==> src/rtl/instr_pkg.sv <==
// rtl/instr_pkg.sv - mnemonic codes, MIPS opcode/funct values, field positions and word builders
package instr_pkg;

    // Mnemonic codes accepted on in_op; 16..31 are illegal.
    localparam logic [4:0] OP_ADD  = 5'd0;
    localparam logic [4:0] OP_SUB  = 5'd1;
    localparam logic [4:0] OP_SLL  = 5'd2;
    localparam logic [4:0] OP_SLLV = 5'd3;
    localparam logic [4:0] OP_SLT  = 5'd4;
    localparam logic [4:0] OP_JR   = 5'd5;
    localparam logic [4:0] OP_ORI  = 5'd6;
    localparam logic [4:0] OP_LW   = 5'd7;
    localparam logic [4:0] OP_SW   = 5'd8;
    localparam logic [4:0] OP_BEQ  = 5'd9;
    localparam logic [4:0] OP_LUI  = 5'd10;
    localparam logic [4:0] OP_ADDI = 5'd11;
    localparam logic [4:0] OP_J    = 5'd12;
    localparam logic [4:0] OP_JAL  = 5'd13;
    localparam logic [4:0] OP_SB   = 5'd14;
    localparam logic [4:0] OP_LB   = 5'd15;

    // Primary opcodes
    localparam logic [5:0] OPC_RTYPE = 6'b000000;
    localparam logic [5:0] OPC_ORI   = 6'b001101;
    localparam logic [5:0] OPC_LW    = 6'b100011;
    localparam logic [5:0] OPC_SW    = 6'b101011;
    localparam logic [5:0] OPC_BEQ   = 6'b000100;
    localparam logic [5:0] OPC_LUI   = 6'b001111;
    localparam logic [5:0] OPC_ADDI  = 6'b001000;
    localparam logic [5:0] OPC_SB    = 6'b101000;
    localparam logic [5:0] OPC_LB    = 6'b100000;
    localparam logic [5:0] OPC_J     = 6'b000010;
    localparam logic [5:0] OPC_JAL   = 6'b000011;

    // R-type funct values
    localparam logic [5:0] FN_ADD  = 6'b100000;
    localparam logic [5:0] FN_SUB  = 6'b100010;
    localparam logic [5:0] FN_SLT  = 6'b101010;
    localparam logic [5:0] FN_SLLV = 6'b000100;
    localparam logic [5:0] FN_SLL  = 6'b000000;
    localparam logic [5:0] FN_JR   = 6'b001000;

    // Field LSB positions within the 32-bit word
    localparam int OP_LSB  = 26;
    localparam int RS_LSB  = 21;
    localparam int RT_LSB  = 16;
    localparam int RD_LSB  = 11;
    localparam int SH_LSB  = 6;
    localparam int FN_LSB  = 0;
    localparam int IMM_LSB = 0;
    localparam int TGT_LSB = 0;

    typedef enum logic [1:0] {
        ST_IDLE = 2'd0,
        ST_LOAD = 2'd1,
        ST_DONE = 2'd2
    } state_t;

    function automatic logic [31:0] r_word(input logic [4:0] rs, input logic [4:0] rt,
                                           input logic [4:0] rd, input logic [4:0] sh,
                                           input logic [5:0] fn);
        return (32'(OPC_RTYPE) << OP_LSB) | (32'(rs) << RS_LSB) | (32'(rt) << RT_LSB)
             | (32'(rd) << RD_LSB) | (32'(sh) << SH_LSB) | (32'(fn) << FN_LSB);
    endfunction

    function automatic logic [31:0] i_word(input logic [5:0] opc, input logic [4:0] rs,
                                           input logic [4:0] rt, input logic [15:0] imm);
        return (32'(opc) << OP_LSB) | (32'(rs) << RS_LSB) | (32'(rt) << RT_LSB)
             | (32'(imm) << IMM_LSB);
    endfunction

    function automatic logic [31:0] j_word(input logic [5:0] opc, input logic [25:0] target);
        return (32'(opc) << OP_LSB) | (32'(target) << TGT_LSB);
    endfunction

endpackage

==> src/rtl/instr_pack.sv <==
// rtl/instr_pack.sv - combinational mnemonic-to-MIPS-word mapper
// Ports: op/rs/rt/rd/shamt/imm/target in; word (encoded instruction) and legal (op 0..15) out.
module instr_pack
    import instr_pkg::*;
(
    input  logic [4:0]  op,
    input  logic [4:0]  rs,
    input  logic [4:0]  rt,
    input  logic [4:0]  rd,
    input  logic [4:0]  shamt,
    input  logic [15:0] imm,
    input  logic [25:0] target,
    output logic [31:0] word,
    output logic        legal
);

    // Fields an encoding does not use are passed as zero so they never leak into the word.
    always_comb begin
        word  = '0;
        legal = 1'b1;
        case (op)
            OP_ADD:  word = r_word(rs, rt, rd, 5'd0, FN_ADD);
            OP_SUB:  word = r_word(rs, rt, rd, 5'd0, FN_SUB);
            OP_SLL:  word = r_word(5'd0, rt, rd, shamt, FN_SLL);
            OP_SLLV: word = r_word(rs, rt, rd, 5'd0, FN_SLLV);
            OP_SLT:  word = r_word(rs, rt, rd, 5'd0, FN_SLT);
            OP_JR:   word = r_word(rs, 5'd0, 5'd0, 5'd0, FN_JR);
            OP_ORI:  word = i_word(OPC_ORI, rs, rt, imm);
            OP_LW:   word = i_word(OPC_LW, rs, rt, imm);
            OP_SW:   word = i_word(OPC_SW, rs, rt, imm);
            OP_BEQ:  word = i_word(OPC_BEQ, rs, rt, imm);
            OP_LUI:  word = i_word(OPC_LUI, 5'd0, rt, imm);
            OP_ADDI: word = i_word(OPC_ADDI, rs, rt, imm);
            OP_J:    word = j_word(OPC_J, target);
            OP_JAL:  word = j_word(OPC_JAL, target);
            OP_SB:   word = i_word(OPC_SB, rs, rt, imm);
            OP_LB:   word = i_word(OPC_LB, rs, rt, imm);
            default: legal = 1'b0;
        endcase
    end

endmodule

==> src/rtl/instr_encoder.sv <==
// rtl/instr_encoder.sv - symbolic instruction encoder and instruction-memory loader
// Ports: clk, reset (async high); start/finish session control; in_valid/in_ready handshake
// with in_op/in_rs/in_rt/in_rd/in_shamt/in_imm/in_target fields; im_we/im_addr/im_wdata
// memory write port; count/full/busy/done/err status.
module instr_encoder
    import instr_pkg::*;
#(
    parameter int          DEPTH_LOG2 = 10,
    parameter logic [31:0] BASE       = 32'h0000_3000
) (
    input  logic                  clk,
    input  logic                  reset,
    input  logic                  start,
    input  logic                  finish,
    input  logic                  in_valid,
    output logic                  in_ready,
    input  logic [4:0]            in_op,
    input  logic [4:0]            in_rs,
    input  logic [4:0]            in_rt,
    input  logic [4:0]            in_rd,
    input  logic [4:0]            in_shamt,
    input  logic [15:0]           in_imm,
    input  logic [25:0]           in_target,
    output logic                  im_we,
    output logic [31:0]           im_addr,
    output logic [31:0]           im_wdata,
    output logic [DEPTH_LOG2:0]   count,
    output logic                  full,
    output logic                  busy,
    output logic                  done,
    output logic                  err
);

    localparam logic [DEPTH_LOG2:0] CAPACITY = {1'b1, {DEPTH_LOG2{1'b0}}};

    state_t      state, state_nxt;
    logic [31:0] word;
    logic        legal;
    logic        accept;
    logic        session_start;

    instr_pack u_pack (
        .op     (in_op),
        .rs     (in_rs),
        .rt     (in_rt),
        .rd     (in_rd),
        .shamt  (in_shamt),
        .imm    (in_imm),
        .target (in_target),
        .word   (word),
        .legal  (legal)
    );

    always_ff @(posedge clk or posedge reset) begin
        if (reset) begin
            state <= ST_IDLE;
        end else begin
            state <= state_nxt;
        end
    end

    always_comb begin
        state_nxt = state;
        case (state)
            ST_IDLE: if (start)  state_nxt = ST_LOAD;
            ST_LOAD: if (finish) state_nxt = ST_DONE;
            ST_DONE: if (start)  state_nxt = ST_LOAD;
            default: state_nxt = ST_IDLE;
        endcase
    end

    always_comb begin
        busy     = (state == ST_LOAD);
        done     = (state == ST_DONE);
        full     = (count == CAPACITY);
        in_ready = busy & ~full;
    end

    assign accept        = in_valid & in_ready;
    assign session_start = start & (state != ST_LOAD);

    // count advances on the accepting edge so it is visible together with the im_we pulse;
    // the write address is taken from the pre-increment count, i.e. the slot index.
    always_ff @(posedge clk or posedge reset) begin
        if (reset) begin
            im_we    <= 1'b0;
            im_addr  <= BASE;
            im_wdata <= '0;
            count    <= '0;
            err      <= 1'b0;
        end else begin
            im_we <= 1'b0;
            if (session_start) begin
                count <= '0;
                err   <= 1'b0;
            end else if (accept) begin
                if (legal) begin
                    im_we    <= 1'b1;
                    im_wdata <= word;
                    im_addr  <= BASE + (32'(count) << 2);
                    count    <= count + 1'b1;
                end else begin
                    err <= 1'b1;
                end
            end
        end
    end

endmodule
==> config.mk <==
export PLATFORM = sky130hd
export DESIGN_NAME = instr_encoder
export DESIGN_NICKNAME = d
export VERILOG_FILES = /design/src/rtl/instr_pkg.sv /design/src/rtl/instr_pack.sv /design/src/rtl/instr_encoder.sv
export SDC_FILE = /design/constraint.sdc
export NUM_CORES = 1
export LEC_CHECK = 0
export BUFFER_PORTS_ARGS = -buffer_cell sky130_fd_sc_hd__buf_2
export CAP_MARGIN = 25
export CORE_UTILIZATION = 49
export DETAILED_ROUTE_END_ITERATION = 10
export GPL_ROUTABILITY_DRIVEN = 0
export PLACE_DENSITY_LB_ADDON = 0.12
export SLEW_MARGIN = 5
export SYNTH_ARGS = -nofsm -noshare
export SYNTH_HDL_FRONTEND = slang
export SYNTH_SLANG_ARGS = --single-unit
==> constraint.sdc <==
create_clock -name clk -period 6.2 [get_ports clk]
set_input_delay 0.31 -clock clk [delete_from_list [all_inputs] [get_ports clk]]
set_output_delay 0.31 -clock clk [all_outputs]
set_load 0.03 [all_outputs]
[After elaboration in Yosys (flattened, before gate mapping)]
Cells that the tools add are included.
Word-level totals
  latch bits: 0
  bits in writable memories: 0
  word-level logic and storage cells: 78
  memories: 0
  bits of input ports: 72
  ROM bits: 0
  register bits: 79
  output and inout port bits: 81
Operators by class
  reductions and logical operators: 10
  multiplexer cells: 14
  div/mod/pow operators: 0
  shifts and indexed selects: 0
  bitwise operators: 24
  $add $sub $neg: 2
  equality and inequality tests: 22
  order comparisons: 0
  multipliers: 0
Operator list (count)
  $pmux W32 S16: 1
  $or A32 B16 Y32: 7
  $or A32 B21 Y32: 4
  $or A30 B16 Y30: 2
  $or A30 B21 Y30: 2
  $eq A5 B4 Y1 const B: 8
  $mux W11: 3
  $or A32 B11 Y32: 1
  $or A29 B21 Y29: 1
  $or A26 B21 Y26: 1
  $or A21 B16 Y21: 1
  $eq A5 B3 Y1 const B: 4
  $reduce_or A16 Y1: 1
  $add A14 B13 Y15 const A: 1
  $add A11 B1 Y11 const B: 1
  $eq A11 B11 Y1 const B: 1
  $eq A5 B2 Y1 const B: 2
  $mux W1: 7
  $ne A2 B1 Y1 const B: 3
  $reduce_and A2 Y1: 3
  $eq A5 B1 Y1 const B: 1
  $logic_not A5 Y1: 1
  $mux W2: 2
  $pmux W2 S2: 1
  9 further kinds: 13

[Longest topological paths before layout]
Gate-level depths: netlist of run 1.
  depth after elaboration: 6
  depth in mapped cells: 9

[Hierarchy]
Synthesis of run 1 repeated with hierarchy kept, for this count alone.
Unflattened totals
  cells, all modules: 424
  area total of the unflattened synthesis: 3549.7 µm²
By module, submodules not included
  instr_encoder: cells an instance 290, area each 2657.5 µm², instances 1
  instr_pack: cells an instance 134, area each 892.1 µm², instances 1

[Least setup slack after synthesis of run 1]
No wires, ideal clock.
  kind: reg-to-reg
  start: reg count[0]
  end: reg err
  setup slack: 3.343 ns
  period minus slack after synthesis: 2.857 ns
  cell stages (with the launch flop): 7
  arrival time: 2.735 ns
  buffers on the path: 0
  cells stage by stage: dfrtp_1 > inv_1 > ha_1 > or4b_1 > nor3_1 > nor2_1 > a32o_1
On the way
  cells in the longest elaborated chain, start to end: 6
Ends and longest elaborated chain
  start, declared: RTL line instr_encoder.sv:27  | output logic [DEPTH_LOG2:0] count,
  start signal, assigned: RTL line instr_encoder.sv:101  | count <= count + 1'b1;
  $eq A11 B11 Y1: RTL line instr_encoder.sv:75  | full = (count == CAPACITY);
  net full: RTL line instr_encoder.sv:28  | output logic full,
  $not A1 Y1: RTL line instr_encoder.sv:76  | in_ready = busy & ~full;
  $and A1 B1 Y1: RTL line instr_encoder.sv:76
  net in_ready: RTL line instr_encoder.sv:16  | output logic in_ready,
  $and A1 B1 Y1: RTL line instr_encoder.sv:79  | assign accept = in_valid & in_ready;
  $reduce_bool A2 Y1 (no source line)
  $reduce_and A2 Y1 (no source line)
  end signal, assigned: RTL line instr_encoder.sv:90  | err <= 1'b0;
  end signal, assigned: RTL line instr_encoder.sv:95  | err <= 1'b0;
  end signal, assigned: RTL line instr_encoder.sv:103  | err <= 1'b1;
  end, declared: RTL line instr_encoder.sv:31  | output logic err
The timed path passes the listed nets, and every way through them passes these cells.
A chain may end at the register's enable or synchronous reset.

[Worst setup path in the final report of run 1]
  start: reg count[0]
  end: reg count[6]
On the way
  cells in the longest elaborated chain, start to end: 6
  elaborated cells between the ends (all ways): 10
  those cells by class: 1 x add/sub; 1 x eq/ne; 3 x mux; 3 x bitwise; 2 x reduce/logical
Ends and longest elaborated chain
  branches (longest 6 deep; another with $add A11 B1 Y11)
Parallel ways; which one is timed is not known. The select of a mux whose other input is x is not followed.

==> results of run 1 <==
[registers in the layout (all words and copies together), names as in the netlist]
register / cells
state: 2
im_addr: 12
err: 1
im_wdata: 31
count: 11
im_we: 1
[synth_stat cells, types with 2 or more instances]
cell type	n
a211o_1	2
a21oi_1	11
a221oi_1	13
a22oi_1	10
a31oi_1	11
and3_1	3
buf_2	7
buf_4	21
clkbuf_1	12
dfrtp_1	57
ha_1	2
inv_1	6
mux2i_1	2
nand2_1	56
nand2b_1	5
nand3_1	6
nand4_1	3
nor2_1	47
nor2b_1	4
nor3_1	7
nor3b_1	2
o21a_1	2
o21ai_0	9
o31ai_1	7
or4_1	4
[final cells by class]
class | count | area share [%]
tap | 75 | 2.46
inverter | 7 | 0.689
clock inverter | 4 | 1.18
timing repair buffer | 137 | 18.3
clock buffer | 12 | 3.54
multi-input combinational | 248 | 35.7
sequential | 58 | 38.1
[layer usage]
| layer | GRT usage [%] | wire [um] |
|---|---|---|
| met1 | 31.3 | 3360 |
| met2 | 37.4 | 3530 |
| met3 | 6.48 | 403 |
| met4 | 9.29 | 88 |
| met5 | 0 | 0 |
[path summary, 6_finish.rpt]
kind                                         from                  endpoint  slack [ns]  cells past startpoint
setup reg to reg             count[0]$_DFFE_PP0P_      count[6]$_DFFE_PP0P_        3.77                      7
hold / removal                              reset  im_wdata[17]$_DFFE_PP0P_        0.17                      3
min in group clk                           finish      state[0]$_DFFE_PP0P_        0.21                      2
max in group asynchronous                   reset  im_wdata[25]$_DFFE_PP0P_        5.55                      3
setup / recovery             count[0]$_DFFE_PP0P_      count[6]$_DFFE_PP0P_        3.77                      7
hold reg to reg            im_addr[4]$_DFFE_PP0P_    im_addr[4]$_DFFE_PP0P_        0.47                      2
[stage by stage]
stage	power (mW)	instance area [um^2]	utilization, %	std cells
2_1_floorplan	0.941	3080	-	354
3_3_place_gp	1.09	3620	61.2	524
3_5_place_dp	1.10	3620	61.2	524
4_1_cts	1.42	3800	64.3	540
5_1_grt	1.50	3810	64.4	541
6_report	1.41	3810	64.4	541
[critical path, cell delays in order, from the launching register on]
cell and delay (ns):
dfrtp_1 0.42, inv_1 0.10, ha_1 0.14, or4b_1 0.50, o31ai_4 0.27, inv_2 0.33, and3_1 0.29, a211o_1 0.26
[logic make-up (layout without fill, tap and decap cells)]
logic type | after synthesis | in the layout | share of synthesized area, %
buffers and inverters | 48 | 160 | 9.14
AO/OA/AOI/OAI | 77 | 77 | 18.7
other | 1 | 20 | 0.124
adder cells (fa/ha/maj) | 2 | 2 | 0.830
AND/OR/NAND/NOR | 144 | 144 | 21.4
flip-flops | 58 | 58 | 48.2
XOR/XNOR | 2 | 2 | 0.582
multiplexers | 3 | 3 | 1.04
[power breakdown]
group	internal, mW	total [mW]	switching (mW)	leakage (nW)
Clock	0.184	0.324	0.140	0.0941
Combinational	0.161	0.551	0.390	1.16
Sequential	0.483	0.536	0.0531	0.740
==> flow_metrics.env, run 1 <==
export IMPL_syn_inst=335
export IMPL_nFillCells=530
export IMPL_cts_buffers_inserted=9
export IMPL_finalHoldViolations=0
export IMPL_cts_max_level=3
export IMPL_cap_viol_max_count=0
export IMPL_holdWs_ns=0.169
export IMPL_antenna_cells=0
export IMPL_clk_pin_slew_worst_paths_ns=0.07
export IMPL_area_growth_synth_to_final_pct=26.5
export IMPL_regArea_mm2=0.00145
export IMPL_ys_async_sr_fraction_pct=100
export IMPL_portBuffers=132
export IMPL_syn_area_per_cell_um2=8.99
export IMPL_path_max_fanout=48
export IMPL_antenna_left=0
export IMPL_synth_edf_count=0
export IMPL_dpl_hpwl_mm=5.13
export IMPL_drc=0
export IMPL_tns_ns=0
export IMPL_grt_pass1_vias=2555
export IMPL_maxSlewViolCount=0
export IMPL_final_cell_mix="buf_2 (132), dfrtp_1 (57), nand2_1 (56)"
export IMPL_status="finished clean"
export IMPL_post_cts_resized=0
export IMPL_setup_ws_ns=3.77
export IMPL_criticalPathCategory="flip-flop to flip-flop"
export IMPL_ioPinCount=153
export IMPL_grt_ovfl_total=0
export IMPL_leakage_nw=2.00
export IMPL_ys_warn_count=0
export IMPL_worstMarginPinSlew_ns=0.891
export IMPL_die_y_um=80.4
export IMPL_synth_area_leaders="dfrtp_1 (47%), nand2_1 (7.0%), nor2_1 (5.9%), buf_4 (5.2%), a221oi_1 (3.8%)"
export IMPL_skew_ns=0.00832
export IMPL_grt_use_total_pct=23.9
export IMPL_antenna_found_initial=0
export IMPL_setup_viol=0
export IMPL_ys_ff_latch=58
export IMPL_finalWirelength_mm=7.38
export IMPL_tritoncts="yes"
export IMPL_initialDrtViolationCount=164
export IMPL_yosys_area_top_type="dfrtp_1"
export IMPL_hold_buffers=0
export IMPL_cp_arrival_ns=2.64
export IMPL_grt_max_degree=59
export IMPL_worstPathRequired_ns=6.41
export IMPL_min_period_ns=2.43
export IMPL_fmax_mhz=411
export IMPL_end_kind="flip-flop"
export IMPL_rsz0062_at_grt="no"
export IMPL_ir_drop_v=0.000230
export IMPL_clk_latency_ns=0.33
export IMPL_relSlewSlack_pct=40.0
export IMPL_syn_cell_area_mm2=0.00301
export IMPL_clock_sinks=58
export IMPL_multi_input_area_mm2=0.00136
export IMPL_viasPerCell=5.20
export IMPL_core_mm2=0.00592
export IMPL_ys_flop_type="dfrtp_1"
export IMPL_cts_path_max_buffers=2
export IMPL_post_cts_buffers=0
export IMPL_power_density_mw_per_mm2=370
export IMPL_synth_seq_area_share_pct=48.2
export IMPL_final_common_cell="buf_2"
export IMPL_critical_path_startpoint_type="flip-flop"
export IMPL_clock_root_buffer="clkbuf_8"
export IMPL_holdCritPathClass="input port to asynchronous set/reset pin"
export IMPL_wire_per_inst_um=13.6
export IMPL_start_util_pct=50.9
export IMPL_synth_top_area_share_pct=47.3
export IMPL_first_pass_iters=4
export IMPL_rows=28
export IMPL_drive_above_1_share_pct=33.7
export IMPL_fin_crit_sh_pct=39.2
export IMPL_pre_cts_slack_ns=3.76
export IMPL_grt_pass1_wl_mm=11.8
export IMPL_num_vias=2814
export IMPL_ys_types=51
export IMPL_die_area_mm2=0.00647
export IMPL_layout_nets=535
export IMPL_die_w_um=80.4
Power figures use the tool's default switching activity.
==> run 2, diff against run 1 <==
--- a/config.mk
+++ b/config.mk
@@ -5,9 +5,10 @@
 export SDC_FILE = /design/constraint.sdc
 export NUM_CORES = 1
 export LEC_CHECK = 0
+export ABC_AREA = 1
 export BUFFER_PORTS_ARGS = -buffer_cell sky130_fd_sc_hd__buf_2
 export CAP_MARGIN = 25
-export CORE_UTILIZATION = 49
+export CORE_UTILIZATION = 47
 export DETAILED_ROUTE_END_ITERATION = 10
 export GPL_ROUTABILITY_DRIVEN = 0
 export PLACE_DENSITY_LB_ADDON = 0.12
==> constraint.sdc (replaced) <==
create_clock -name clk -period 2.52 [get_ports clk]
set_input_delay 0.126 -clock clk [delete_from_list [all_inputs] [get_ports clk]]
set_output_delay 0.126 -clock clk [all_outputs]
set_load 0.03 [all_outputs]
==> flow_metrics.env, run 2 <==
export IMPL_status="finished clean"
export IMPL_grt_ovfl_total=0
export IMPL_ys_ff_latch=58
export IMPL_min_period_ns=1.87
export IMPL_ys_async_sr_fraction_pct=100
export IMPL_clk_latency_ns=0.33
export IMPL_clk_pin_slew_worst_paths_ns=0.07
export IMPL_rsz0062_at_grt="no"
export IMPL_antenna_left=0
export IMPL_portBuffers=132
export IMPL_skew_ns=0.00740
export IMPL_die_area_mm2=0.00745
export IMPL_viasPerCell=4.84
export IMPL_ys_warn_count=0
export IMPL_drive_above_1_share_pct=27.3
export IMPL_final_common_cell="nand2_1"
export IMPL_first_pass_iters=5
export IMPL_tritoncts="yes"
export IMPL_drc=0
export IMPL_syn_cell_area_mm2=0.00334
export IMPL_critical_path_startpoint_type="flip-flop"
export IMPL_num_vias=3340
export IMPL_worstPathRequired_ns=2.79
export IMPL_syn_area_per_cell_um2=7.20
export IMPL_maxSlewViolCount=0
export IMPL_largest_reg_flops=31
export IMPL_clock_root_buffer="clkbuf_8"
export IMPL_grt_pass1_wl_mm=13.5
export IMPL_fmax_mhz=536
export IMPL_synth_edf_count=0
export IMPL_die_w_um=86.3
export IMPL_tns_ns=0
export IMPL_power_density_mw_per_mm2=903
export IMPL_antenna_cells=0
export IMPL_setup_viol=0
export IMPL_max_stage_delay_ns=0.48
export IMPL_final_util_pct=61.5
export IMPL_core_mm2=0.00683
export IMPL_worstMarginPinSlew_ns=0.652
export IMPL_post_cts_buffers=0
export IMPL_final_cell_mix="nand2_1 (218), buf_2 (132), dfrtp_1 (57)"
export IMPL_worstPathCellList="inv_1 > ha_1 > nand2_1 > nor2_1 > nand2_1 > nand4_4 > inv_2 > nand2_1 > nand2_1"
export IMPL_die_y_um=86.3
export IMPL_path_common_cell="nand2_1"
export IMPL_fin_crit_sh_pct=74.1
export IMPL_finalHoldViolations=0
export IMPL_holdWs_ns=0.0803
export IMPL_grt_use_total_pct=23.2
export IMPL_post_cts_resized=0
export IMPL_path_max_fanout=34
export IMPL_hold_buffers=2
export IMPL_clock_sinks=58
export IMPL_synth_area_leaders="dfrtp_1 (43%), nand2_1 (24%), nand3_1 (5.2%), buf_4 (5.2%), nor2_1 (3.4%)"
export IMPL_end_kind="flip-flop"
export IMPL_grt_max_degree=70
export IMPL_cp_arrival_ns=2.13
export IMPL_ir_drop_v=0.000484
export IMPL_power_mw=3.79
export IMPL_crit_buf_inv=2
export IMPL_rows=30
export IMPL_cts_max_level=3
export IMPL_cts_buffers_inserted=9
export IMPL_synth_seq_area_share_pct=43.5
export IMPL_nFillCells=660
export IMPL_criticalPathCategory="flip-flop to flip-flop"
export IMPL_synth_top_area_share_pct=42.7
export IMPL_syn_inst=464
export IMPL_wl_met3_um=539
export IMPL_ys_types=32
export IMPL_holdCritPathClass="input port to flip-flop"
export IMPL_wl_met1_mm=3.94
export IMPL_synthTopCellsByCount="nand2_1 (218), dfrtp_1 (57), nand3_1 (35), nor2_1 (30), buf_4 (23)"
export IMPL_post_place_cells=672
export IMPL_leakage_nw=2.44
export IMPL_layout_nets=663
export IMPL_synth_most_common_cell="nand2_1"
export IMPL_met2_length_mm=4.09
export IMPL_ioPinCount=153
export IMPL_ys_flop_type="dfrtp_1"
export IMPL_relSlewSlack_pct=56.2
export IMPL_yosys_area_top_type="dfrtp_1"
export IMPL_cp_slowest_cell="dfrtp_1"
export IMPL_instances_no_fill=690
export IMPL_area_growth_synth_to_final_pct=25.8
export IMPL_initialDrtViolationCount=180
export IMPL_start_util_pct=48.9
export IMPL_wire_per_inst_um=12.6
export IMPL_top_layer_used="met4"
export IMPL_cts_path_max_buffers=2
export IMPL_grt_pass1_vias=2915
export IMPL_top_register="im_wdata"
export IMPL_cap_viol_max_count=0
export IMPL_critPathTopFamily="buffers and inverters"
export IMPL_finalWirelength_mm=8.67
export IMPL_top_regs="im_wdata (31), im_addr (12), count (11)"
export IMPL_antenna_found_initial=0
export IMPL_dpl_hpwl_mm=6.18
[run 2: cell types whose count changed after synthesis, sizes merged, moves of 5 or more]
cell | previous run | this run
o31ai | 8 | 0
a31oi | 11 | 1
nor2 | 47 | 32
buf | 29 | 41
inv | 7 | 24
o21ai | 9 | 19
a21oi | 11 | 3
clkbuf | 12 | 1
nand3 | 6 | 35
a221oi | 13 | 0
a22oi | 10 | 2
nand2b | 5 | 0
nand2 | 56 | 221
[run 2: worst register-to-register path, stage by stage (launching register included)]
cell     delay [ns]
dfrtp_1        0.48
inv_1          0.11
ha_1           0.23
nand2_1        0.07
nor2_1         0.04
nand2_1        0.09
nand4_4        0.10
inv_2          0.47
nand2_1        0.13
nand2_1        0.08
[run 2: cell type report]
class                      instances  area (um^2)  area share [%]
timing repair buffer             137          716            17.0
clock inverter                     5          125            2.98
inverter                          24         90.1            2.14
tap                               96          120            2.86
multi-input combinational        359         1560            37.1
clock buffer                      11          141            3.36
sequential                        58         1450            34.6
[run 2: routing by layer]
layer  vias to the layer above  GRT usage, %
li1                       1675             -
met1                      1527          30.4
met2                       126          39.0
met3                        12          4.48
met4                         0          7.27
met5                         -             0
[run 2: logic make-up after synthesis]
logic type	synth area share [%]
other cells	0.112
simple gates	37.2
flops	43.5
xor+xnor	1.05
buf+inv	12.0
fa+ha+maj	0.749
compound gates	5.39
[run 2: final timing paths]
check / end / start / cells past startpoint / slack (ns)
max in group asynchronous: im_addr[13]$_DFFE_PP1P_ / reset / 4 / 1.71
min in group asynchronous: im_wdata[29]$_DFFE_PP0P_ / reset / 4 / 0.40
worst min register to register: im_wdata[22]$_DFFE_PP0P_ / im_wdata[22]$_DFFE_PP0P_ / 2 / 0.47
worst min-delay path: im_wdata[4]$_DFFE_PP0P_ / in_target[4] / 3 / 0.08
worst max-delay path: im_wdata[6]$_DFFE_PP0P_ / count[0]$_DFFE_PP0P_ / 9 / 0.65
worst max register to register: im_wdata[6]$_DFFE_PP0P_ / count[0]$_DFFE_PP0P_ / 9 / 0.65
[run 2: per-stage QoR]
stage          worst slack (ns)  cell area [um^2]
2_1_floorplan             0.543              3410
3_3_place_gp              0.749              3920
3_5_place_dp              0.673              3920
4_1_cts                   0.637              4200
5_1_grt                   0.474              4200
6_report                  0.653              4200
[run 2: report_power, final]
group / internal [mW] / switching, mW
clock: 0.783 / 0.370
combinational: 0.370 / 0.950
sequential: 1.16 / 0.159
total: 2.31 / 1.48
==> run 3, diff against run 2 <==
==> constraint.sdc (replaced) <==
create_clock -name clk -period 1.9 [get_ports clk]
set_input_delay 0.095 -clock clk [delete_from_list [all_inputs] [get_ports clk]]
set_output_delay 0.095 -clock clk [all_outputs]
set_load 0.03 [all_outputs]
==> flow_metrics.env, run 3 (same netlist as run 2, synthesis figures left out) <==
export IMPL_num_vias=3305
export IMPL_status="finished clean"
export IMPL_setup_viol=0
export IMPL_die_y_um=86.3
export IMPL_top_register="im_wdata"
export IMPL_post_cts_buffers=0
export IMPL_start_util_pct=48.9
export IMPL_post_cts_resized=0
export IMPL_criticalPathCategory="flip-flop to flip-flop"
export IMPL_cts_buffers_inserted=9
export IMPL_power_density_mw_per_mm2=1120
export IMPL_rows=30
export IMPL_relSlewSlack_pct=60.5
export IMPL_tns_ns=0
export IMPL_drive_above_1_share_pct=28.4
export IMPL_hold_start="in_target[0]"
export IMPL_cts_max_level=3
export IMPL_die_w_um=86.3
export IMPL_initialDrtViolationCount=210
export IMPL_dpl_hpwl_mm=6.21
export IMPL_die_area_mm2=0.00745
export IMPL_clock_sinks=58
export IMPL_core_mm2=0.00683
export IMPL_largest_reg_flops=31
export IMPL_rsz0062_at_grt="no"
export IMPL_finalWirelength_mm=8.64
export IMPL_r2r_cells=9
export IMPL_grt_use_total_pct=23.4
export IMPL_grt_pass1_vias=2801
export IMPL_worstPathRequired_ns=2.17
export IMPL_clk_latency_ns=0.34
export IMPL_fmax_mhz=598
export IMPL_top_regs="im_wdata (31), im_addr (12), count (11)"
export IMPL_final_common_cell="nand2_1"
export IMPL_ir_drop_v=0.000557
export IMPL_grt_pass1_wl_mm=13.3
export IMPL_wire_per_inst_um=12.4
export IMPL_first_pass_iters=4
export IMPL_hold_buffers=2
export IMPL_holdCritPathClass="input port to flip-flop"
export IMPL_crit_start="count[0]$_DFFE_PP0P_"
export IMPL_cts_path_max_buffers=2
export IMPL_layout_nets=672
export IMPL_leakage_nw=2.46
export IMPL_power_mw=4.71
export IMPL_final_cell_mix="nand2_1 (218), buf_2 (132), dfrtp_1 (57)"
export IMPL_grt_ovfl_total=0
export IMPL_worstMarginPinSlew_ns=0.591
export IMPL_maxSlewViolCount=0
export IMPL_portBuffers=132
export IMPL_drc=0
export IMPL_viasPerCell=4.73
export IMPL_clk_pin_slew_worst_paths_ns=0.06
export IMPL_antenna_cells=0
export IMPL_critical_path_startpoint_type="flip-flop"
export IMPL_min_path_cells=3
export IMPL_finalHoldViolations=0
export IMPL_nFillCells=677
export IMPL_reg2reg_from="count[0]$_DFFE_PP0P_"
export IMPL_cp_arrival_ns=1.94
export IMPL_area_growth_synth_to_final_pct=26.0
export IMPL_fin_crit_sh_pct=88.0
export IMPL_min_period_ns=1.67
export IMPL_cap_viol_max_count=0
export IMPL_clock_root_buffer="clkbuf_8"
export IMPL_ioPinCount=153
export IMPL_skew_ns=0.00897
export IMPL_grt_max_degree=36
export IMPL_path_max_fanout=34
export IMPL_antenna_found_initial=0
export IMPL_antenna_left=0
export IMPL_tritoncts="yes"
export IMPL_end_kind="flip-flop"
run 3: changes by cell type in the layout (fill, tap and decap cells not counted):
cell / before / now
buf_4: 2 / 11
bufinv_16: 4 / 1
clkbuf_8: 10 / 12
nor2_1: 30 / 29
nor2_2: 1 / 2
run 3: area by class of cell:
| cell class | instances | area (um^2) | share of cell area [%] |
|---|---|---|---|
| Clock buffer | 13 | 169 | 4.01 |
| Tap cell | 96 | 120 | 2.85 |
| Timing Repair Buffer | 146 | 783 | 18.6 |
| Multi-Input combinational cell | 359 | 1560 | 37.1 |
| Inverter | 24 | 90.1 | 2.14 |
| Sequential cell | 58 | 1450 | 34.5 |
| Clock inverter | 2 | 35.0 | 0.832 |
run 3: stage by stage:
| step | instances | hold WS, ns | cell area, um^2 | utilization, % | setup slack [ns] |
|---|---|---|---|---|---|
| detailed placement | 681 | 0.173 | 3990 | 58.4 | 0.232 |
| finish | 698 | 0.0377 | 4210 | 61.6 | 0.228 |
| CTS | 698 | 0.0263 | 4210 | 61.6 | 0.208 |
| global placement | 681 | 0.165 | 3990 | 58.4 | 0.273 |
| global route | 698 | 0.0445 | 4210 | 61.6 | 0.0288 |
| floorplan | 483 | 0.195 | 3410 | - | 0.00243 |
run 3: layer usage:
layer  vias to the layer above  global-route usage, %  wire length, um
met4                         0                   9.85              102
met2                       109                   38.7             4140
met3                         9                   3.90              514
met1                      1509                   30.5             3880
li1                       1678                      -                -
met5                         -                      0                0
run 3: final timing paths:
| check | to | slack [ns] |
|---|---|---|
| setup / recovery | im_wdata[8]$_DFFE_PP0P_ | 0.23 |
| hold / removal | im_wdata[0]$_DFFE_PP0P_ | 0.04 |
| setup reg to reg | im_wdata[8]$_DFFE_PP0P_ | 0.23 |
| hold reg to reg | im_wdata[9]$_DFFE_PP0P_ | 0.47 |
| max in group asynchronous | im_addr[13]$_DFFE_PP1P_ | 0.92 |
| min in group asynchronous | im_wdata[25]$_DFFE_PP0P_ | 0.34 |
run 3: where the power goes:
part / internal, mW / total (mW) / leakage [nW] / switching (mW)
combinational: 0.518 / 1.81 / 1.57 / 1.29
sequential: 1.54 / 1.72 / 0.779 / 0.177
clock: 0.704 / 1.19 / 0.106 / 0.481
run 3: worst max-delay path, cell delays in order, from the launching register on:
cell and delay [ns]:
dfrtp_1 0.34, inv_1 0.06, ha_1 0.22, nand2_1 0.07, nor2_1 0.04, nand2_1 0.09
nand4_4 0.10, inv_2 0.46, nand2_1 0.11, nand2_1 0.08
